<file path="src/rtl/lasso_pkg.sv">
`default_nettype none
// ============================================================================
// Module      : lasso_pkg
// Description : Shared definitions for the lasso datapath blocks (dot,
//               dot_transpose, lasso). Holds the sequencer state encoding,
//               the accumulator width rule and the fixed-point
//               shift + saturate helper that every block uses when
//               producing an N-bit result.
// Revision    : 1.0 - initial release
// ============================================================================
package lasso_pkg;

    // Sequencer states shared by dot / dot_transpose.
    typedef enum logic [1:0] {
        IDLE = 2'd0,
        MAC  = 2'd1,
        DONE = 2'd2
    } state_t;

    // A full-precision product is 2N bits. Summing ROWS of them needs
    // clog2(ROWS) guard bits, so the running sum can never wrap.
    function automatic int acc_width(input int n, input int rows);
        return 2 * n + $clog2(rows);
    endfunction

    // Convert a wide signed accumulator to an N-bit result with Q
    // fractional bits: arithmetic right shift (floor toward -inf, no
    // rounding) followed by clamping to the signed N-bit range. The return
    // value is sign-extended to 64 bits; callers keep the low N bits.
    function automatic longint sat_shift(input longint acc, input int q, input int n);
        longint shifted;
        longint hi;
        longint lo;
        shifted = acc >>> q;
        hi      = (64'sd1 <<< (n - 1)) - 64'sd1;
        lo      = -hi - 64'sd1;
        if (shifted > hi) begin
            return hi;
        end else if (shifted < lo) begin
            return lo;
        end
        return shifted;
    endfunction

endpackage : lasso_pkg
`default_nettype wire

</file>
<file path="src/rtl/fxp_mac.sv">
`default_nettype none
// ============================================================================
// Module      : fxp_mac
// Description : Registered signed multiply-accumulate.
//               Each enabled cycle adds i_a*i_b (full 2N-bit product) into a
//               wide accumulator. o_result is the saturated, Q-scaled N-bit
//               value of (accumulator + current product), so the caller can
//               capture a finished sum on the same edge that feeds the last
//               product and clears the accumulator.
// Ports       : clk      - clock, rising edge
//               rst      - synchronous reset, active high (clears acc)
//               i_clr    - clear accumulator (priority over i_en)
//               i_en     - accumulate the current product
//               i_a,i_b  - signed N-bit operands
//               o_result - sat_shift(acc + i_a*i_b), signed N-bit
// Revision    : 1.0 - initial release
// ============================================================================
module fxp_mac
    import lasso_pkg::*;
#(
    parameter int N  = 8,
    parameter int Q  = 1,
    parameter int AW = 20
) (
    input  logic                clk,
    input  logic                rst,
    input  logic                i_clr,
    input  logic                i_en,
    input  logic signed [N-1:0] i_a,
    input  logic signed [N-1:0] i_b,
    output logic signed [N-1:0] o_result
);

    logic signed [AW-1:0]  r_acc;
    logic signed [2*N-1:0] w_prod;
    logic signed [AW-1:0]  w_sum;
    longint                w_sat64;
    logic                  w_unused_sat;

    assign w_prod   = i_a * i_b;
    assign w_sum    = r_acc + AW'(w_prod);
    assign w_sat64  = sat_shift(64'(w_sum), Q, N);
    assign o_result = w_sat64[N-1:0];

    // Upper bits are only the sign extension of the clamped value.
    assign w_unused_sat = &{1'b0, w_sat64[63:N]};

    always_ff @(posedge clk) begin
        if (rst || i_clr) begin
            r_acc <= '0;
        end else if (i_en) begin
            r_acc <= w_sum;
        end
    end

endmodule : fxp_mac
`default_nettype wire

</file>
<file path="src/rtl/dot_transpose.sv">
`default_nettype none
// ============================================================================
// Module      : dot_transpose
// Description : Adjoint matrix-vector product out_C = A^T * in_B over signed
//               N-bit fixed point with Q fractional bits. One MAC per cycle,
//               column by column (row index fastest). Inputs are snapshotted
//               when start is accepted; done stays high with the result held
//               until the next accepted start.
// Ports       : clk   - clock, rising edge
//               rst   - synchronous reset, active high
//               start - request, sampled only in IDLE or DONE
//               in_A  - matrix A [0:I-1][0:J-1], signed N-bit
//               in_B  - vector v [0:I-1], signed N-bit
//               out_C - result [0:J-1], signed N-bit, saturated
//               done  - high while out_C holds a complete result
// Revision    : 1.0 - initial release
// ============================================================================
module dot_transpose
    import lasso_pkg::*;
#(
    parameter int I = 10,
    parameter int J = 2,
    parameter int Q = 1,
    parameter int N = 8
) (
    input  logic                          clk,
    input  logic                          rst,
    input  logic                          start,
    input  logic [0:I-1][0:J-1][N-1:0]    in_A,
    input  logic [0:I-1][N-1:0]           in_B,
    output logic [0:J-1][N-1:0]           out_C,
    output logic                          done
);

    localparam int c_iw = (I > 1) ? $clog2(I) : 1;
    localparam int c_jw = (J > 1) ? $clog2(J) : 1;
    localparam int c_aw = acc_width(N, I);

    state_t                        r_state;
    state_t                        w_state_nxt;
    logic [c_iw-1:0]               r_i;
    logic [c_jw-1:0]               r_j;
    logic [0:I-1][0:J-1][N-1:0]    r_a;
    logic [0:I-1][N-1:0]           r_b;

    logic                          w_accept;
    logic                          w_last_i;
    logic                          w_last_j;
    logic                          w_mac_en;
    logic                          w_mac_clr;
    logic [N-1:0]                  w_mac_result;

    assign w_last_i = (r_i == c_iw'(I - 1));
    assign w_last_j = (r_j == c_jw'(J - 1));

    // ------------------------------------------------------------------
    // Next-state and control decode
    // ------------------------------------------------------------------
    always_comb begin
        w_state_nxt = r_state;
        w_accept    = 1'b0;
        w_mac_en    = 1'b0;
        w_mac_clr   = 1'b0;
        case (r_state)
            IDLE, DONE: begin
                if (start) begin
                    w_accept    = 1'b1;
                    w_mac_clr   = 1'b1;
                    w_state_nxt = MAC;
                end
            end
            MAC: begin
                // start is deliberately ignored while a computation runs.
                w_mac_en = 1'b1;
                if (w_last_i) begin
                    // The column total is taken from acc + final product,
                    // so the accumulator is free to restart next cycle.
                    w_mac_clr = 1'b1;
                    if (w_last_j) begin
                        w_state_nxt = DONE;
                    end
                end
            end
            default: begin
                w_state_nxt = IDLE;
            end
        endcase
    end

    // ------------------------------------------------------------------
    // State, counters, operand snapshot and result registers
    // ------------------------------------------------------------------
    always_ff @(posedge clk) begin
        if (rst) begin
            r_state <= IDLE;
            r_i     <= '0;
            r_j     <= '0;
            r_a     <= '0;
            r_b     <= '0;
            out_C   <= '0;
        end else begin
            r_state <= w_state_nxt;
            if (w_accept) begin
                r_a <= in_A;
                r_b <= in_B;
                r_i <= '0;
                r_j <= '0;
            end else if (r_state == MAC) begin
                if (w_last_i) begin
                    out_C[r_j] <= w_mac_result;
                    r_i        <= '0;
                    r_j        <= w_last_j ? '0 : r_j + c_jw'(1);
                end else begin
                    r_i <= r_i + c_iw'(1);
                end
            end
        end
    end

    assign done = (r_state == DONE);

    fxp_mac #(
        .N  (N),
        .Q  (Q),
        .AW (c_aw)
    ) u_mac (
        .clk      (clk),
        .rst      (rst),
        .i_clr    (w_mac_clr),
        .i_en     (w_mac_en),
        .i_a      (r_a[r_i][r_j]),
        .i_b      (r_b[r_i]),
        .o_result (w_mac_result)
    );

endmodule : dot_transpose
`default_nettype wire

</file>
<file path="config.mk">
export PLATFORM = sky130hd
export DESIGN_NAME = dot_transpose
export DESIGN_NICKNAME = d
export VERILOG_FILES = /design/src/rtl/lasso_pkg.sv /design/src/rtl/fxp_mac.sv /design/src/rtl/dot_transpose.sv
export SDC_FILE = /design/constraint.sdc
export NUM_CORES = 1
export LEC_CHECK = 0
export BUFFER_PORTS_ARGS = -buffer_cell sky130_fd_sc_hd__buf_2
export CAP_MARGIN = 25
export CELL_PAD_IN_SITES_DETAIL_PLACEMENT = 1
export CELL_PAD_IN_SITES_GLOBAL_PLACEMENT = 1
export CORE_MARGIN = 2
export CORE_UTILIZATION = 46
export CTS_CLUSTER_DIAMETER = 30
export CTS_CLUSTER_SIZE = 28
export DETAILED_ROUTE_END_ITERATION = 10
export GPL_TIMING_DRIVEN = 1
export PLACE_DENSITY_LB_ADDON = 0.1
export SLEW_MARGIN = 30
export SYNTH_ARGS = -nofsm -noshare
export SYNTH_HDL_FRONTEND = slang
export SYNTH_SLANG_ARGS = --single-unit
</file>
<file path="constraint.sdc">
create_clock -name clk -period 17.3 [get_ports clk]
set_input_delay 0.865 -clock clk [delete_from_list [all_inputs] [get_ports clk]]
set_output_delay 0.865 -clock clk [all_outputs]
set_load 0.005 [all_outputs]
</file>
# == Word-level counts from Yosys, hierarchy flattened ==
# Index checks and enable logic that the tools add are counted.
# Widths: inputs -> output; s select.
# word_totals
regBits,283
# op_classes
n_addsub,3
n_mul,1
n_lt_le_gt_ge,5
eq_ne,6
mux,28
bitwise,3
reduce_logical,8
# ops
cell,n
$mux 8,9
$bmux 16 s4,1
$bmux 8 s4,1
$mux 16,2
$add 20x16->20,1
$gt 19x8->1 const B,1
$lt 19x8->1 const B,1
$bwmux 16,1
$mul 8x8->16,1
$demux 8 s1,1
$mux 1,7
$mux 2,3
$ne 2x2->1 const B,3
$reduce_and 3->1,2
$ge 5x5->1 const B,1
$not 4->5,1
$add 4x1->4 const B,1
$eq 4x4->1 const B,1
$mux 4,1
$pmux 2 s2,1
$reduce_or 2->1,2
$eq 2x1->1 const B,1
$eq 2x2->1 const B,1
$ge 2x2->1 const B,1
other kinds (9),9

# == Logic depth before layout (Yosys ltp) ==
# logic_depth
depth_word,14
ltp_mapped,29
ltp_nobuf,25

# == Cells and area by module ==
# A second synthesis with hierarchy kept.
# unflattened
hier_cells,1782
hier_area_um2,15663.8
# by_module_without_submodules
mod,n_inst,cells_per_inst,area_per_inst_um2,seq_area_each_um2
dot_transpose,1,1286,11025.6,5265.0
fxp_mac,1,496,4638.2,400.4

# == Least setup slack after synthesis ==
# No wires, ideal clock.
# synth_timing
path_type,flip-flop to flip-flop
startpoint,reg r_i[0]
endpoint,reg out_C[14] in the netlist's numbering
setup_time_ns,0.122
arrival_ns,8.641
required_ns,17.178
path_slack_ns,8.537
stages_incl_launch_ff,27
path_cell_list,dfxtp_1 clkbuf_1 buf_1 buf_2 buf_2 mux2i_1 o22ai_1 nor2b_1 inv_1 fa_1 inv_1 fa_1 fa_1 fa_1 inv_1 fa_1 inv_1 ha_1 and2_1 a221o_1 o211a_1 or4_1 a211o_1 xor2_1 o41ai_2 buf_4 a221o_1
# synth_via
elab_chain_len,14
# synth_rtl
item,line_no,source
start: declaration,dot_transpose.sv:41,logic [c_iw-1:0] r_i;
start signal: assignment,dot_transpose.sv:114,r_i <= r_i + c_iw'(1);
$not 4->5 (not written as such),"dot_transpose.sv:131, dot_transpose.sv:132",
$bmux 16 s4,dot_transpose.sv:131,".i_a (r_a[r_i][r_j]),"
$mux 16 (not written as such) (2 in a row),dot_transpose.sv:131,
$mux 8 (not written as such) (3 in a row),dot_transpose.sv:131,
$mul 8x8->16,fxp_mac.sv:40,assign w_prod = i_a * i_b;
$add 20x16->20,fxp_mac.sv:41,assign w_sum = r_acc + AW'(w_prod);
$lt 19x8->1,lasso_pkg.sv:39,end else if (shifted < lo) begin
$mux 1,lasso_pkg.sv:39,
$mux 1,lasso_pkg.sv:37,if (shifted > hi) begin
$mux 8,lasso_pkg.sv:42,return shifted;
$bwmux 16,dot_transpose.sv:110,out_C[r_j] <= w_mac_result;
end signal: indexed assignment,dot_transpose.sv:110,
end: declaration,dot_transpose.sv:31,"output logic [0:J-1][N-1:0] out_C,"
# Several ways; a longest one is shown, not always the timed one. The select of a mux whose other input is x is not followed.
# A chain may end at the register's enable or synchronous reset.

# == Worst setup path after layout ==
# layout_timing
startpoint,reg r_i[0]
endpoint,reg out_C[11] in the netlist's numbering
# The elaborated chain is that of the path after synthesis.

==> metrics.csv <==
stage,metric,value,unit
cts,htree_levels,2,
floorplan,ioPinCount,260,
routing,viasPerCell,5.44,
sta,worst_pin_slew,0.964,ns
logic_synthesis,ys_seq_area_frac,0.364,
logic_synthesis,synth_edf_count,0,
logic_synthesis,synthTopCellsByCount,"nand2_1 (542), dfxtp_1 (283), a21oi_1 (263)",
logic_synthesis,netlist_instances,1807,
floorplan,core.rowCount,67,
place,port-buffer-count,259,
logic_synthesis,synth_most_common_cell,nand2_1,
cts,clockBufferDepth,3,
logic_synthesis,async_reset_ff_frac,0,
grt,grt-ovfl-total,0,
final_layout,nets,2395,
place,place.detailed.hpwl,34500,um
critical_path,r2r_start,r_i[0]$_SDFFE_PP0N_,
grt,use_met3,0.0468,
final_layout,drive_above_1_share,0.210,
cts,cts_resized,0,
routing,first_iter_violations,829,
logic_synthesis,synth_ff_type,dfxtp_1,
cts,numClockSinks,283,
sta,skew,0.0445,ns
logic_synthesis,synthesis.area,15500,um2
routing,wirelength,49400,um
logic_synthesis,syn_nets,2184,
sta,hold_viol_final,0,
power_and_ir_drop,total_power,0.00223,W
critical_path,worst_path_most_repeated_cell,fa_1,
floorplan,dieArea,35300,um2
routing,drc_errors,0,
sta,max_freq,107,MHz
critical_path,path_cells,buf_4 -> mux4_2 -> mux2i_1 -> o221ai_1 -> o21ai_1 -> nand2b_1 -> fa_1 -> fa_1 -> inv_1 -> fa_1 -> fa_1 -> inv_1 -> fa_1 -> inv_1 -> ha_1 -> and2_1 -> a221o_1 -> o211a_1 -> or4_1 -> a211o_1 -> xor2_1 -> o41ai_4 -> a311o_1,
sta,final-setup-viol-count,0,
grt,track_usage,0.281,
routing,wl_per_cell,19.6,um
critical_path,worst_ep_arrival_time,9.80,ns
floorplan,die_x,188,um
cts,clk_latency,0.60,ns
grt,grt_pass1_vias,14878,
grt,busiest_layer,met2,
logic_synthesis,yosys-top-cells-area,"dfxtp_1 (36%), nand2_1 (13%), fa_1 (11%)",
final_layout,fin_area,19300,um2
critical_path,critPathLaunch,r_i[0]$_SDFFE_PP0N_,
grt,grt_max_degree,246,
final_layout,insertedDiodeCount,0,
grt,grt_use_met2,0.474,
sta,rsz0062_at_grt,false,
critical_path,crit_path_end,out_C[11]$_SDFFE_PP0P_,
final_layout,syn2layout_area_growth,23.9,%
place,gp_congestion,0.825,
critical_path,crit_buf_inv,4,
sta,slew_headroom,0.358,
critical_path,cp_data_required_time,17.74,ns
floorplan,die_y,188,um
sta,fin_crit,9.36,ns
critical_path,path_max_fanout,52,
logic_synthesis,yosys.area.top_type_share,0.364,
power_and_ir_drop,max-vdd-ir-drop,0.0716,mV
cts,path_clk_slew,0.05,ns
cts,cts_hold_buf,0,
power_and_ir_drop,powerDensity,116,nW/um2
routing,num_vias,13681,
logic_synthesis,synth_top_area_cell,dfxtp_1,
routing,antenna_left,0,
place,post_dp_cell_area,17100,um2
flow_run,drv_cap,0,
cts,numCtsBuffers,57,
cts,cts_setup_buffers,0,
sta,fin_tns_setup,0,ns
critical_path,critPathTopFamily,adder cells,
critical_path,worstSetupEndpointType,flip-flop,
grt,antenna_found_initial,2,
critical_path,cpMaxStageDelayCell,buf_4,
critical_path,critPathKind,flip-flop to flip-flop,
logic_synthesis,ys_types,60,
floorplan,start_util,0.465,
floorplan,coreArea,33400,um2
power_and_ir_drop,leakage,8.22,nW
cts,cts_root_buf,clkbuf_16,
outcome,status,"complete, no violations",
routing,first_pass_iters,5,
critical_path,reg2reg_setup_slack,7.94,ns
sta,fin_worst_hold_slack,0.452,ns
critical_path,worstSetupStartpointType,flip-flop,
critical_path,slowest_delay,0.79,ns
sta,post-route-period-util,0.541,
logic_synthesis,ys_ff_latch,283,
cts,cts_tree,done,
grt,met1_usage,0.366,
critical_path,crit_cells,23,
sta,slew_violations,0,
hold_path,holdCritPathClass,flip-flop to flip-flop,
critical_path,r2r-end,out_C[11]$_SDFFE_PP0P_,
logic_synthesis,postSynthAreaPerCell,8.60,um2
logic_synthesis,ys_warn_count,0,
grt,grt_pass1_wl,78600,um
critical_path,worstRegToRegCells,23,
state kept, by name, indices dropped and copies added, names as in the netlist:
signal / cells
r_i: 4
r_a: 160
u_mac.r_acc: 20
r_j: 1
r_b: 80
r_state: 2
out_C: 16
worst reg2reg max path: cells and delay by family, from the launching register on:
family	cells	cell delay, ns
AO/OA/AOI/OAI	7	2.38
XOR/XNOR	1	0.59
adder cells (fa/ha/maj)	6	3.00
buffers and inverters	4	1.00
flip-flops	1	0.69
multiplexers	2	0.76
AND/OR/NAND/NOR	3	0.83
report_power, final:
group / leakage [nW] / total, W / switching [W] / internal (W)
logic: 4.90 / 0.000335 / 0.000205 / 0.000130
registers: 2.32 / 0.000714 / 0.0000237 / 0.000690
clock network: 0.998 / 0.00118 / 0.000377 / 0.000808
layout make-up:
class                   instances  area [um2]
clock inverters                37         564
flip-flops and latches        283        5670
multi-input cells            1292        9030
inverters                     112         420
well taps                     448         561
fillers                      3941       14200
clock buffers                  71        1530
repair buffers                272        1480
cells by family (layout without fill, tap and decap cells):
group | after synthesis | after routing | synth area share
simple gates | 684 | 684 | 0.184
buf+inv | 232 | 492 | 0.0569
flops | 283 | 283 | 0.364
xor+xnor | 17 | 17 | 0.00958
mux | 97 | 97 | 0.101
fa+ha+maj | 134 | 134 | 0.151
compound gates | 360 | 360 | 0.134
layout by cell type (no fill, tap or decap), types with 4 or more instances in the layout:
master,instances
clkinv_2,9
clkbuf_1,10
and2_1,25
nor2b_1,22
nand2_1,541
clkbuf_16,58
clkbuf_8,4
a211oi_1,9
buf_4,9
mux2i_1,49
xnor2_1,11
nor3_1,8
ha_1,45
xor2_1,6
o21a_1,8
a21o_1,5
bufinv_16,12
fa_1,89
nand3_1,9
dfxtp_1,279
o21ai_0,12
nor2_1,36
clkinv_4,4
nand4_1,5
o22ai_1,14
inv_1,112
a21oi_1,263
nand2b_1,11
clkinvlp_4,8
nor4_1,4
o221ai_1,8
a311o_1,11
buf_2,258
or3_1,4
mux4_2,48
routing by layer:
metal	vias up	share of wire
met4	4	0.030
met1	6757	0.44
met5	-	0.00055
met3	103	0.048
li1	6451	-
met2	366	0.48
worst min-delay path by stage:
stage                                startpoint                     endpoint  slack [ns]  cells after the start
floorplan                 r_a[112]$_SDFFE_PP0P_        r_a[112]$_SDFFE_PP0P_        0.43                      2
finish                    r_a[134]$_SDFFE_PP0P_        r_a[134]$_SDFFE_PP0P_        0.45                      2
global route        u_mac.r_acc[3]$_SDFFE_PP0N_  u_mac.r_acc[3]$_SDFFE_PP0N_        0.47                      2
CTS                        r_a[36]$_SDFFE_PP0P_         r_a[36]$_SDFFE_PP0P_        0.45                      2
global placement           r_a[35]$_SDFFE_PP0P_         r_a[35]$_SDFFE_PP0P_        0.44                      2
detailed placement         r_b[23]$_SDFFE_PP0P_         r_b[23]$_SDFFE_PP0P_        0.45                      2
stage by stage:
| step | setup WS, ns | utilization | std cells |
|---|---|---|---|
| final | 7.94 | 0.576 | 2515 |
| after global routing | 7.51 | 0.576 | 2515 |
| after CTS | 7.81 | 0.575 | 2514 |
| after detailed placement | 7.87 | 0.512 | 2406 |
| after global placement | 8.15 | 0.510 | 2404 |
| after floorplan | 8.54 | - | 1807 |
(Power assumes the default switching activity.)
